==> src/rtl/execute_reg.sv <==
// execute_reg: Y86-64 decode->execute pipeline register with hazard control and event counters
//   in : clk, rst_n (async active-low), d_* decode fields, e_Cnd, M_icode, W_stat
//   out: E_* register fields, F_stall/D_stall/D_bubble/E_bubble, bubble_cnt/stall_cnt
module execute_reg #(
  parameter int CNT_W = 16
) (
  input  logic             clk,
  input  logic             rst_n,
  input  logic [3:0]       d_stat,
  input  logic [3:0]       d_icode,
  input  logic [3:0]       d_ifun,
  input  logic [63:0]      d_valC,
  input  logic [63:0]      d_valA,
  input  logic [63:0]      d_valB,
  input  logic [3:0]       d_dstE,
  input  logic [3:0]       d_dstM,
  input  logic [3:0]       d_srcA,
  input  logic [3:0]       d_srcB,
  input  logic             e_Cnd,
  input  logic [3:0]       M_icode,
  input  logic [3:0]       W_stat,
  output logic [3:0]       E_stat,
  output logic [3:0]       E_icode,
  output logic [3:0]       E_ifun,
  output logic [63:0]      E_valC,
  output logic [63:0]      E_valA,
  output logic [63:0]      E_valB,
  output logic [3:0]       E_dstE,
  output logic [3:0]       E_dstM,
  output logic [3:0]       E_srcA,
  output logic [3:0]       E_srcB,
  output logic             F_stall,
  output logic             D_stall,
  output logic             D_bubble,
  output logic             E_bubble,
  output logic [CNT_W-1:0] bubble_cnt,
  output logic [CNT_W-1:0] stall_cnt
);
  localparam logic [3:0] AOK = 4'h1, NOP = 4'h1, JXX = 4'h7, MRMOVQ = 4'h5, POPQ = 4'hB, RET = 4'h9, RNONE = 4'hF;
  logic [3:0]       r_stat, r_icode, r_ifun, r_dstE, r_dstM, r_srcA, r_srcB;
  logic [63:0]      r_valC, r_valA, r_valB;
  logic [CNT_W-1:0] r_bubble_cnt, r_stall_cnt;
  logic             w_load_use, w_mispredict, w_ret_haz, w_freeze;
  always_comb begin
    w_load_use   = (r_icode == MRMOVQ || r_icode == POPQ) && r_dstM != RNONE && (r_dstM == d_srcA || r_dstM == d_srcB);
    w_mispredict = r_icode == JXX && !e_Cnd;
    w_ret_haz    = d_icode == RET || r_icode == RET || M_icode == RET;
    w_freeze     = W_stat != AOK;
    F_stall      = w_load_use || w_ret_haz;
    D_stall      = w_load_use;
    D_bubble     = w_mispredict || (w_ret_haz && !w_load_use);
    E_bubble     = (w_mispredict || w_load_use) && !w_freeze;
  end
  always_ff @(posedge clk or negedge rst_n) begin
    if (!rst_n) begin
      r_stat  <= AOK;
      r_icode <= NOP;
      r_ifun  <= 4'h0;
      r_valC  <= '0;
      r_valA  <= '0;
      r_valB  <= '0;
      r_dstE  <= RNONE;
      r_dstM  <= RNONE;
      r_srcA  <= RNONE;
      r_srcB  <= RNONE;
    end else if (!w_freeze) begin
      r_stat  <= E_bubble ? AOK   : d_stat;
      r_icode <= E_bubble ? NOP   : d_icode;
      r_ifun  <= E_bubble ? 4'h0  : d_ifun;
      r_valC  <= E_bubble ? '0    : d_valC;
      r_valA  <= E_bubble ? '0    : d_valA;
      r_valB  <= E_bubble ? '0    : d_valB;
      r_dstE  <= E_bubble ? RNONE : d_dstE;
      r_dstM  <= E_bubble ? RNONE : d_dstM;
      r_srcA  <= E_bubble ? RNONE : d_srcA;
      r_srcB  <= E_bubble ? RNONE : d_srcB;
    end
  end
  // E_bubble is already gated by freeze; stall counting needs its own gate
  always_ff @(posedge clk or negedge rst_n) begin
    if (!rst_n) begin
      r_bubble_cnt <= '0;
      r_stall_cnt  <= '0;
    end else begin
      if (E_bubble && r_bubble_cnt != '1) r_bubble_cnt <= r_bubble_cnt + 1'b1;
      if (F_stall && !w_freeze && r_stall_cnt != '1) r_stall_cnt <= r_stall_cnt + 1'b1;
    end
  end
  assign E_stat     = r_stat;
  assign E_icode    = r_icode;
  assign E_ifun     = r_ifun;
  assign E_valC     = r_valC;
  assign E_valA     = r_valA;
  assign E_valB     = r_valB;
  assign E_dstE     = r_dstE;
  assign E_dstM     = r_dstM;
  assign E_srcA     = r_srcA;
  assign E_srcB     = r_srcB;
  assign bubble_cnt = r_bubble_cnt;
  assign stall_cnt  = r_stall_cnt;
endmodule

==> config.mk <==
export PLATFORM = sky130hd
export DESIGN_NAME = execute_reg
export DESIGN_NICKNAME = d
export VERILOG_FILES = /design/src/rtl/execute_reg.sv
export SDC_FILE = /design/constraint.sdc
export NUM_CORES = 1
export LEC_CHECK = 0
export CORE_AREA = 2 2 191 193
export CTS_CLUSTER_DIAMETER = 60
export CTS_CLUSTER_SIZE = 30
export DETAILED_ROUTE_END_ITERATION = 10
export DIE_AREA = 0 0 193 195
export PLACE_DENSITY = 0.59
export SKIP_LAST_GASP = 1
export SLEW_MARGIN = 20
export SYNTH_ARGS = -nofsm -noshare
export SYNTH_HDL_FRONTEND = slang
export SYNTH_SLANG_ARGS = --single-unit
==> constraint.sdc <==
create_clock -name clk -period 1.97 [get_ports clk]
set_clock_uncertainty 0.05 [all_clocks]
set_input_delay 0.197 -clock clk [delete_from_list [all_inputs] [get_ports clk]]
set_output_delay 0.197 -clock clk [all_outputs]
set_load 0.1 [all_outputs]
# Yosys cells after proc, flatten, opt, wreduce, memory -nomap -nowiden
# Index checks and enable logic that the tools add are counted.
op_classes:
  n_addsub: 2
  muxes: 10
  eq_ne: 12
  n_reduce_logical: 18
op_table:
  columns: ["operator", "count"]
  rows:
  - ["$mux W64", 3]
  - ["$add A16 B1 Y16 const B", 2]
  - ["$ne A16 B16 Y1 const B", 2]
  - ["$mux W4", 7]
  - ["$eq A4 B4 Y1 const B", 4]
  - ["$eq A4 B3 Y1 const B", 2]
  - ["$eq A4 B4 Y1", 2]
  - ["$logic_and A1 B1 Y1", 8]
  - ["$logic_or A1 B1 Y1", 7]
  - ["$ne A4 B1 Y1 const B", 1]
  - ["$ne A4 B4 Y1 const B", 1]
  - ["$logic_not A1 Y1", 3]
word_totals:
  out_inout_bits: 256
  inputBits: 231
  regBits: 252

# Depth between registers and ports, before layout
# Gate-level depths: netlist (run 1).
logic_depth:
  word_depth: 7
  depth_mapped: 8
  depth_no_buf: 7

# Worst setup path after synthesis (run 1)
# OpenSTA, ideal clock, no wires.
synth_timing:
  path_type: "register to output"
  from: "reg r_icode[1] (netlist: E_icode[1])"
  to: "out D_bubble"
  arrival_time_ns: 4.044
  setup_slack_ns: -2.321
  stages_incl_launch_ff: 5
  t_required_ns: 1.723
  n_path_buf: 0
  path_cell_list: "dfrtp_1 or3b_1 a221o_2 inv_1 o21ai_0"
synth_via:
  elab_chain_len: 7
  elab_cells_between_ends: 13
  classes_between: "eq/ne: 4; reduce/logical: 9"
synth_rtl:
  columns: ["element", "line", "rtl"]
  rows:
  - ["start: declaration", "40", "logic [3:0] r_stat, r_icode, r_ifun, r_dstE, r_dstM, r_srcA, r_srcB;"]
  - ["start signal: assignment", "68", "r_icode <= E_bubble ? NOP : d_icode;"]
  - ["$eq A4 B3 Y1 or $eq A4 B4 Y1 (tied branches)", "45", "w_load_use = (r_icode == MRMOVQ || r_icode == POPQ) && r_dstM != RNONE && (r_dstM == d_srcA || r_dstM == d_src ..."]
  - ["$logic_or A1 B1 Y1 (*)", "45", null]
  - ["$logic_and A1 B1 Y1 (*) (2 in a row)", "45", null]
  - ["named net D_stall", "33", "output logic D_stall,"]
  - ["$logic_not A1 Y1 (*)", "51", "D_bubble = w_mispredict || (w_ret_haz && !w_load_use);"]
  - ["$logic_and A1 B1 Y1 (*)", "51", null]
  - ["$logic_or A1 B1 Y1 (*)", "51", null]
  - ["end: declaration", "34", "output logic D_bubble,"]
# Mark *: on every way through the listed nets, which the timed path passes. The rest lies on a longest branch.

# Final worst setup path (run 1)
layout_timing:
  from: "reg r_icode[3] (netlist: E_icode[3])"
  to: "out E_bubble"
layout_via:
  elab_chain_len: 6
  elab_cells_between_ends: 9
  classes_between: "eq/ne: 3; reduce/logical: 6"
layout_rtl:
  columns: ["element", "line", "rtl"]
  rows:
  - ["$eq A4 B3 Y1 or $eq A4 B4 Y1 (tied branches)", "45", null]
  - ["$logic_or A1 B1 Y1", "45", null]
  - ["$logic_and A1 B1 Y1 (2 in a row)", "45", null]
  - ["$logic_or A1 B1 Y1 (*)", "52", "E_bubble = (w_mispredict || w_load_use) && !w_freeze;"]
  - ["$logic_and A1 B1 Y1 (*)", "52", null]
  - ["end: declaration", "35", "output logic E_bubble,"]
# Every way passes the cells marked *; elsewhere a longest branch is shown, timed or not.

==> flow_summary_export.csv, run 1 <==
group,metric,value,unit
run_status,status,"finished with violations",
run_status,violations,"negative setup slack",
grt,grt_overflow,0,
yosys,post-synth-top-area-fraction,0.623,
grt,grtUsageTotal,0.183,
route,drtIter0Drc,363,
power,vdd_ir_drop_max,0.755,mV
clock_tree,clock_sinks,252,
grt,grt_pass1_vias,8505,
floorplan,initial_utilization,0.266,
timing,finalCritPeriodShare,1.32,
setup_path,critical_path_arrival,2360,ps
finish,layout-drive-gt1-share,0.383,
yosys,synth_cell_types,37,
yosys,ys.flop_type,"dfrtp_1",
yosys,netlist_instances,655,
yosys,ys_seq_elements,252,
yosys,ys_top_cells_by_count,"234 x dfrtp_1, 202 x a22o_1, 32 x xnor2_1",
clock_tree,cts_buffer_depth,3,
placement,place_ws,-438,ps
timing,slew_viol_final,0,
route,drt_wl_total,36.2,mm
yosys,yosys-top-cells-area,"dfrtp_1 62%, a22o_1 19%, dfstp_2 5.0%, xnor2_1 3.0%, o22a_1 1.7%",
finish,synthToLayoutAreaGrowth,78.9,%
yosys,yosysMostFrequentCell,"dfrtp_1",
route,final_antenna_net_count,0,
yosys,synth_area,9400,um2
yosys,postSynthAreaPerCell,14.4,um2
route,route.detailed.drc,0,
yosys,syn_nets,888,
clock_tree,clk_transition_reported_paths,80,ps
setup_path,worstSetupPathType,"flip-flop to output port",
setup_path,crit_fanout,8,
placement,place_congestion,0.806,
placement,place_hpwl,24.2,mm
floorplan,core,35400,um2
setup_path,worstSetupEndpointType,"output port",
finish,fin_util,0.475,
yosys,async_flop_share,1.00,
yosys,synth_area_leader_cell,"dfrtp_1",
grt,grt_max_degree,63,
finish,num_antenna_cells,0,
timing,min_period,2610,ps
worst_hold_path,min_path_type,"primary input to async pin",
power,power-per-cell-area,1330,nW/um2
floorplan,ios,487,
timing,rsz0062_at_grt,"true",
finish,nNetsFinal,1456,
clock_tree,cts_htree_levels,1,
finish,nFillCells,3174,
clock_tree,insertion_delay,530,ps
route,via_per_inst,4.74,
yosys,synth-edff-count,0,
timing,finalHoldViolCount,0,
grt,grt_pass1_wl,52.8,mm
timing,worstMarginPinSlew,648,ps
timing,finalWorstSetupSlack,-639,ps
setup_path,crit_chain,"buf_4 -> nor4bb_1 -> nand2_2 -> buf_4 -> a21oi_4 -> buf_12",
setup_path,cp_common_cell,"buf_4",
setup_path,worstPathRequired,1720,ps
floorplan,dieArea,37600,um2
yosys,synth-seq-area-share,0.673,
floorplan,num_rows,69,
timing,max_freq,0.383,GHz
timing,relSlewSlack,0.564,
clock_tree,root_buffer,"clkbuf_16",
floorplan,fp.dieH,195,um
clock_tree,numCtsBuffers,23,
setup_path,startpoint_type,"flip-flop",
floorplan,dieWidth,193,um
power,p_total,0.0223,W
finish,regArea,6360,um2
placement,io_buffers,486,
setup_path,slowest_stage,"dfrtp_2",
run,cap_violations,0,
finish,multi_input_area,3110,um2
timing,setup_violations,256,
route,dr.pass1.iters,4,
route,wl_per_cell,21.3,um
grt,grt_antenna_before_repair,2,
power,p_leak,7.69,nW
route,dr_total_vias,8052,
yosys,ys_warn_count,0,
setup_path,critPathMaxStageDelay,400,ps
clock_tree,cts_tree,"yes",
## through the flow
stage | TNS (ps) | hold WS, ps | cells | area [um2]
finish | -111410 | 169 | 1700 | 16800
CTS | -121250 | 156 | 1689 | 16500
global route | -129400 | 169 | 1700 | 16800
global placement | -86190 | 144 | 1608 | 14800
detailed placement | -87250 | 148 | 1608 | 14800
floorplan | -112330 | -149 | 655 | 9660
## area by class of cell
class                      instances  share of cell area
sequential                       252               0.378
inverter                           3            0.000893
clock inverter                    15              0.0117
multi-input combinational        354               0.185
timing repair buffer             589               0.354
clock buffer                      26              0.0361
tap                              461              0.0343
## kinds of logic (layout without fill, tap and decap cells)
group	after synthesis	after routing	synth area share
AOI/OAI and AO/OA	227	227	0.211
DFF	252	252	0.673
muxes	2	2	0.00240
xor gates and xnor gates	38	38	0.0354
and+or+nand+nor	80	85	0.0496
adders and majority gates	2	2	0.00266
buffers and inverters	54	633	0.0260
## power breakdown
group	switching (W)	total, W	internal [W]
clock network	0.00212	0.00480	0.00267
logic	0.00811	0.0108	0.00264
registers	0.000609	0.00676	0.00616
total	0.0108	0.0223	0.0115
## placed cells by master, fill, tap and decap left out, drive strengths merged, types with 3 or more instances in the layout
master         Yosys  routed
buf               24     356
inv                3       7
dfrtp            234     234
nand3             12      12
nand2             15      15
a22o             202     202
and3               7      12
clkinvlp           0       5
xnor2             32      32
bufinv             0       3
nor4               3       3
nand4             17      17
o22a              18      18
clkdlybuf4s50      0     229
and4               3       3
clkbuf            27      28
nor2               6       6
dfstp             18      18
xor2               6       6
nor3               5       5
clkinv             0       3
## worst max-delay path, delay by kind of cell (launching register included)
kind | cells | cell delay (ps)
buffers and inverters | 3 | 600
DFF | 1 | 400
AOI/OAI and AO/OA | 1 | 190
and+or+nand+nor | 2 | 650
## final timing paths
| kind | to | cells after the start | slack [ps] | startpoint |
|---|---|---|---|---|
| max | E_bubble | 6 | -640 | E_icode[3] |
| min reg2reg | bubble_cnt[15] | 1 | 450 | bubble_cnt[15] |
| min in group clk | E_dstE[1] | 2 | 180 | d_dstE[1] |
| max reg2reg | stall_cnt[1] | 8 | -540 | E_dstM[0] |
| min | E_valB[30] | 2 | 170 | rst_n |
| max in group asynchronous | E_dstE[2] | 3 | 960 | rst_n |
## sequential cells by signal (all words and copies together), names as in the netlist
signal	flops
bubble_cnt	16
E_ifun	4
E_icode	4
E_srcA	4
E_srcB	4
stall_cnt	16
E_dstM	4
E_dstE	4
E_valA	64
E_valB	64
E_stat	4
E_valC	64
## per-layer routing
| layer | GRT usage | vias to the layer above | part of all wire |
|---|---|---|---|
| met5 | 0 | - | 0.00083 |
| li1 | - | 3680 | - |
| met4 | 0.0331 | 4 | 0.014 |
| met2 | 0.308 | 308 | 0.49 |
| met1 | 0.238 | 4020 | 0.42 |
| met3 | 0.0476 | 40 | 0.075 |
## repair_timing
item | CTS | global route
setup buffers | 17 | 6
hold buffers | 1 | 0
pin swaps | 8 | 19
cloned | 22 | 5
endpoints found under the setup margin | 256 | 256
hold endpoints to repair | 136 | 0
gates resized for setup | 36 | 39
No activity file was read; power rests on OpenSTA's default activity.
==> inputs of run 2 (changes only) <==
==> constraint.sdc (replaced) <==
create_clock -name clk -period 1.97 [get_ports clk]
set_clock_uncertainty 0.05 [all_clocks]
set_input_delay 0.197 -clock clk [delete_from_list [all_inputs] [get_ports clk]]
set_output_delay 0.197 -clock clk [all_outputs]
set_load 0.02 [all_outputs]
==> run 2 against run 1 <==
Net effect: the flow still finishes with violations (negative setup slack); die area unchanged; first-iteration DRC count is 29% lower; clock-buffer cell count rose by 3; sequential share of layout area is 0.32 points higher; core utilization is 0.66 points lower; cell area is 1.4% lower; critical path type unchanged.
==> flow_summary_export.csv, run 2 (synthesis gave the netlist of run 1 again) <==
group,metric,value,unit
finish,layout-drive-gt1-share,0.137,
clock_tree,insertion_delay,540,ps
route,drtIter0Drc,259,
timing,worstMarginPinSlew,671,ps
clock_tree,cts_tree,"yes",
route,final_antenna_net_count,0,
grt,grt_antenna_before_repair,0,
route,wl_per_cell,20.2,um
placement,dpl-instance-area,15300,um2
floorplan,dieArea,37600,um2
finish,stdcell_area,16600,um2
finish,regArea,6330,um2
setup_path,critical_path_arrival,2170,ps
placement,dpl.cell_count,1614,
clock_tree,clock_sinks,252,
clock_tree,root_buffer,"clkbuf_16",
route,route.detailed.drc,0,
route,dr_total_vias,7919,
floorplan,initial_utilization,0.266,
finish,nFillCells,3248,
setup_path,worstPathRequired,1720,ps
worst_hold_path,min_path_type,"primary input to async pin",
timing,finalCritPeriodShare,1.23,
setup_path,reg2reg_slack,-430,ps
clock_tree,cts_htree_levels,1,
grt,grtUsageTotal,0.174,
grt,grt_pass1_wl,50.8,mm
setup_path,reg2reg_depth,7,
setup_path,worstSetupEndpointType,"output port",
setup_path,worst_r2r_endpoint,"E_valB[48]",
power,vdd_ir_drop_max,0.621,mV
run_status,status,"finished with violations",
clock_tree,numCtsBuffers,27,
power,p_leak,7.05,nW
floorplan,fp.dieH,195,um
floorplan,num_rows,69,
placement,place_hpwl,23.5,mm
power,power-per-cell-area,1040,nW/um2
timing,finalWorstSetupSlack,-447,ps
finish,nNetsFinal,1428,
setup_path,startpoint_type,"flip-flop",
clock_tree,clk_transition_reported_paths,70,ps
floorplan,dieWidth,193,um
timing,relSlewSlack,0.547,
timing,max_freq,0.414,GHz
run_status,violations,"negative setup slack",
timing,rsz0062_at_grt,"true",
setup_path,crit_fanout,4,
finish,num_antenna_cells,0,
grt,grt_pass1_vias,8352,
route,via_per_inst,4.72,
finish,synthToLayoutAreaGrowth,76.4,%
timing,setup_violations,261,
timing,slew_viol_final,0,
clock_tree,cts_buffer_depth,3,
route,dr.pass1.iters,5,
setup_path,reg2reg_from,"E_dstM[0]",
placement,place_congestion,0.811,
finish,final_common_cell,"clkdlybuf4s50_1",
timing,min_period,2420,ps
placement,io_buffers,486,
grt,grt_max_degree,81,
finish,mostFrequentLayoutCells,"481 x clkdlybuf4s50_1, 234 x dfrtp_1, 202 x a22o_1, 55 x buf_4, 31 x xnor2_1",
grt,grt_overflow,0,
finish,multi_input_area,2950,um2
floorplan,core,35400,um2
finish,final_cells,1677,
route,drt_wl_total,33.9,mm
timing,finalHoldViolCount,0,
setup_path,worstSetupPathType,"flip-flop to output port",
floorplan,ios,487,
run,cap_violations,0,
[run 2: cell types whose count changed in the layout (fill, tap and decap cells not counted), moves of 9 or more]
cell,delta
dfrtp_1,+16
dfrtp_2,-16
buf_6,-9
buf_4,-233
buf_16,-16
buf_12,-22
clkdlybuf4s50_1,+252
[run 2: final cells by class]
cell class / instances / area share
clock buffers: 29 / 0.0418
inverters: 3 / 0.000679
well taps: 461 / 0.0348
repair buffers: 560 / 0.347
clock inverters: 21 / 0.0166
multi-input cells: 351 / 0.178
flip-flops and latches: 252 / 0.382
[run 2: per-stage QoR]
step                      setup TNS, ps  hold slack, ps  total power (W)  setup WS, ps   util
after floorplan                  -49610            -149          0.00888          -238      -
after global placement          -126490            68.9           0.0118          -579  0.431
after detailed placement        -120910            68.3           0.0119          -558  0.431
after CTS                        -87400            53.0           0.0175          -476  0.469
after global routing            -107600            84.1           0.0180          -535  0.469
final                            -85870            77.8           0.0173          -447  0.469
[run 2: per-layer routing]
layer	track usage	vias to the layer above	wire [um]
met1	0.218	3937	13700
li1	-	3604	-
met4	0.0606	0	1240
met2	0.297	313	16700
met3	0.0361	65	2190
met5	0	-	0
[run 2: repair_timing]
item,in CTS,in global routing
setup buffers,3,0
endpoints found under the hold margin,244,0
gates cloned,9,0
gates resized for setup,42,0
pin swaps,4,0
hold buffers,1,0
endpoints found under the setup margin,262,271
[run 2: how the worst max path moves through the flow]
stage | cells after the start | slack (ps) | end | from
5_1_grt | 5 | -540 | E_bubble | E_dstM[0]
3_5_place_dp | 6 | -560 | E_bubble | d_srcA[1]
3_3_place_gp | 7 | -580 | D_bubble | d_srcA[3]
2_1_floorplan | 8 | -240 | E_icode[1] | E_dstM[1]
4_1_cts | 5 | -480 | E_bubble | E_dstM[2]
6_report | 5 | -450 | E_bubble | E_dstM[0]
[run 2: power by group]
part / total [W] / switching (W) / internal, W
combinational: 0.00512 / 0.00230 / 0.00281
sequential: 0.00670 / 0.000561 / 0.00614
clock: 0.00545 / 0.00247 / 0.00298
total: 0.0173 / 0.00534 / 0.0119
[run 2: critical path, stage by stage, from the launching register on]
cell     delay [ps]
dfstp_2         570
xnor2_1         140
nand4_1         110
a221o_2         470
a21oi_4         200
buf_6           140
==> inputs of run 3 (changes only) <==
--- a/config.mk
+++ b/config.mk
@@ -16,3 +16,4 @@
 export SYNTH_ARGS = -nofsm -noshare
 export SYNTH_HDL_FRONTEND = slang
 export SYNTH_SLANG_ARGS = --single-unit
+export TNS_END_PERCENT = 20
==> run 3 against run 2 <==
Net effect: the flow still finishes with violations (negative setup slack); non-clock buffer count is 8 higher; register-to-register slack worse by 40 ps; first-iteration DRC count is 10% lower; routed wire length is 2.9% lower; sequential share of layout area hardly changed; maximum frequency is 0.91% lower; clock power is 3.9% lower; critical path type is now flip-flop to flip-flop; global-route usage is 1.1 points lower; core utilization is 0.057 points higher; worst setup slack worse by 22 ps; highest routed layer unchanged; cell area is 0.12% higher; via count is 0.59% lower.
==> flow_summary_export.csv, run 3 (synthesis gave the netlist of run 1 again) <==
group,metric,value,unit
run_status,status,"finished with violations",
run_status,violations,"negative setup slack",
finish,nNetsFinal,1433,
setup_path,crit_buf_inv,3,
finish,stdcell_area,16600,um2
timing,finalHoldViolCount,0,
route,dr.pass1.iters,4,
grt,grt_pass1_vias,8204,
placement,place_congestion,0.841,
finish,layout-drive-gt1-share,0.139,
worst_hold_path,hold_start,"d_dstE[0]",
floorplan,num_rows,69,
grt,grt_max_degree,111,
worst_hold_path,hold_depth,2,
timing,setup_violations,261,
clock_tree,clk_transition_reported_paths,70,ps
power,vdd_ir_drop_max,0.703,mV
timing,relSlewSlack,0.503,
clock_tree,root_buffer,"clkbuf_16",
setup_path,crit_start,"E_dstM[0]",
route,wl_per_cell,19.6,um
route,dr_total_vias,7872,
timing,finalCritPeriodShare,1.24,
power,p_leak,7.08,nW
clock_tree,cts_htree_levels,1,
floorplan,core,35400,um2
clock_tree,numCtsBuffers,26,
floorplan,ios,487,
timing,slew_viol_final,0,
setup_path,startpoint_type,"flip-flop",
clock_tree,cts_buffer_depth,3,
placement,place_hpwl,23.5,mm
finish,nFillCells,3211,
setup_path,crit_fanout,8,
timing,finalWorstSetupSlack,-469,ps
power,p_seq_frac,0.392,
route,drtIter0Drc,232,
clock_tree,insertion_delay,530,ps
placement,place_ws,-537,ps
route,drt_wl_total,32.9,mm
grt,grt_overflow,0,
route,route.detailed.drc,0,
setup_path,cp_common_cell,"buf_6",
setup_path,critical_path_arrival,2800,ps
setup_path,slowest_stage,"dfstp_2",
power,power-per-cell-area,1030,nW/um2
finish,num_antenna_cells,0,
power,swShare,0.309,
route,via_per_inst,4.68,
run,cap_violations,0,
timing,max_freq,0.410,GHz
finish,synthToLayoutAreaGrowth,76.6,%
power,p_int,0.0118,W
setup_path,cp.depth,8,
power,p_clk_frac,0.308,
setup_path,worstSetupPathType,"flip-flop to flip-flop",
grt,grt_antenna_before_repair,0,
power,power_switching,0.00527,W
route,final_antenna_net_count,0,
finish,final_common_cell,"clkdlybuf4s50_1",
power,pwr-share-comb,0.301,
setup_path,crit_chain,"xnor2_2 -> nand4_1 -> a221o_2 -> buf_6 -> buf_4 -> a211oi_4 -> buf_6 -> mux2_2",
placement,io_buffers,486,
setup_path,worstSetupEndpointType,"flip-flop",
worst_hold_path,min_path_type,"primary input to flip-flop",
setup_path,reg2reg_depth,8,
timing,hold_slack,168,ps
placement,dpl-instance-area,15300,um2
finish,fin_util,0.469,
setup_path,crit_family,"compound AO/OA/AOI/OAI gates",
timing,min_period,2440,ps
grt,grt_pass1_wl,48.2,mm
floorplan,dieArea,37600,um2
floorplan,fp.dieH,195,um
finish,regArea,6330,um2
timing,rsz0062_at_grt,"true",
setup_path,worstPathRequired,2330,ps
timing,worstMarginPinSlew,745,ps
finish,mostFrequentLayoutCells,"481 x clkdlybuf4s50_1, 234 x dfrtp_1, 202 x a22o_1, 57 x buf_4, 32 x clkbuf_16",
clock_tree,clock_sinks,252,
floorplan,initial_utilization,0.266,
clock_tree,cts_tree,"yes",
floorplan,dieWidth,193,um
grt,grtUsageTotal,0.163,
setup_path,reg2reg_from,"E_dstM[0]",
finish,multi_input_area,2920,um2
setup_path,critPathMaxStageDelay,580,ps
-- run 3: power groups by stage --
stage               clock network, W  registers, W  logic [W]
detailed placement                 0       0.00675    0.00512
floorplan                          0       0.00788   0.000997
global route                 0.00562       0.00680    0.00541
global placement                   0       0.00674    0.00509
finish                       0.00524       0.00668    0.00512
CTS                          0.00540       0.00668    0.00516
-- run 3: final timing paths --
path                                 endpoint  slack (ps)
worst max-delay path            bubble_cnt[1]        -470
worst min-delay path                E_dstE[0]         170
worst max register to register  bubble_cnt[1]        -470
worst min register to register     E_valB[30]         460
max in group asynchronous           E_dstM[3]         950
min in group asynchronous          E_valA[35]         180
-- run 3: what timing repair did --
item / CTS / global route
endpoints found under the setup margin: 261 / 272
gates cloned: 2 / 6
buffers inserted: 4 / 4
endpoints found under the hold margin: 54 / 0
gates resized for setup: 33 / 12
hold buffers: 1 / 0
pin swaps: 4 / 8
-- run 3: per-stage QoR --
step / setup TNS (ps) / total power (W) / instances
after detailed placement: -95050 / 0.0119 / 1616
after floorplan: -51890 / 0.00888 / 655
final: -89020 / 0.0170 / 1681
after CTS: -93950 / 0.0172 / 1671
after global placement: -92800 / 0.0118 / 1616
after global routing: -114380 / 0.0178 / 1681
-- run 3: layer usage --
| metal | global-route usage | wire length, um | up-vias |
|---|---|---|---|
| li1 | - | - | 3613 |
| met1 | 0.199 | 12900 | 3870 |
| met2 | 0.277 | 16000 | 338 |
| met3 | 0.0532 | 3270 | 51 |
| met4 | 0.0429 | 715 | 0 |
| met5 | 0 | 0 | - |
-- run 3: area by class of cell --
class | instances | share of cell area
clock buffer | 27 | 0.0407
clock inverter | 21 | 0.0154
inverter | 3 | 0.000678
multi-input combinational | 349 | 0.176
sequential | 252 | 0.381
tap | 461 | 0.0347
timing repair buffer | 568 | 0.351
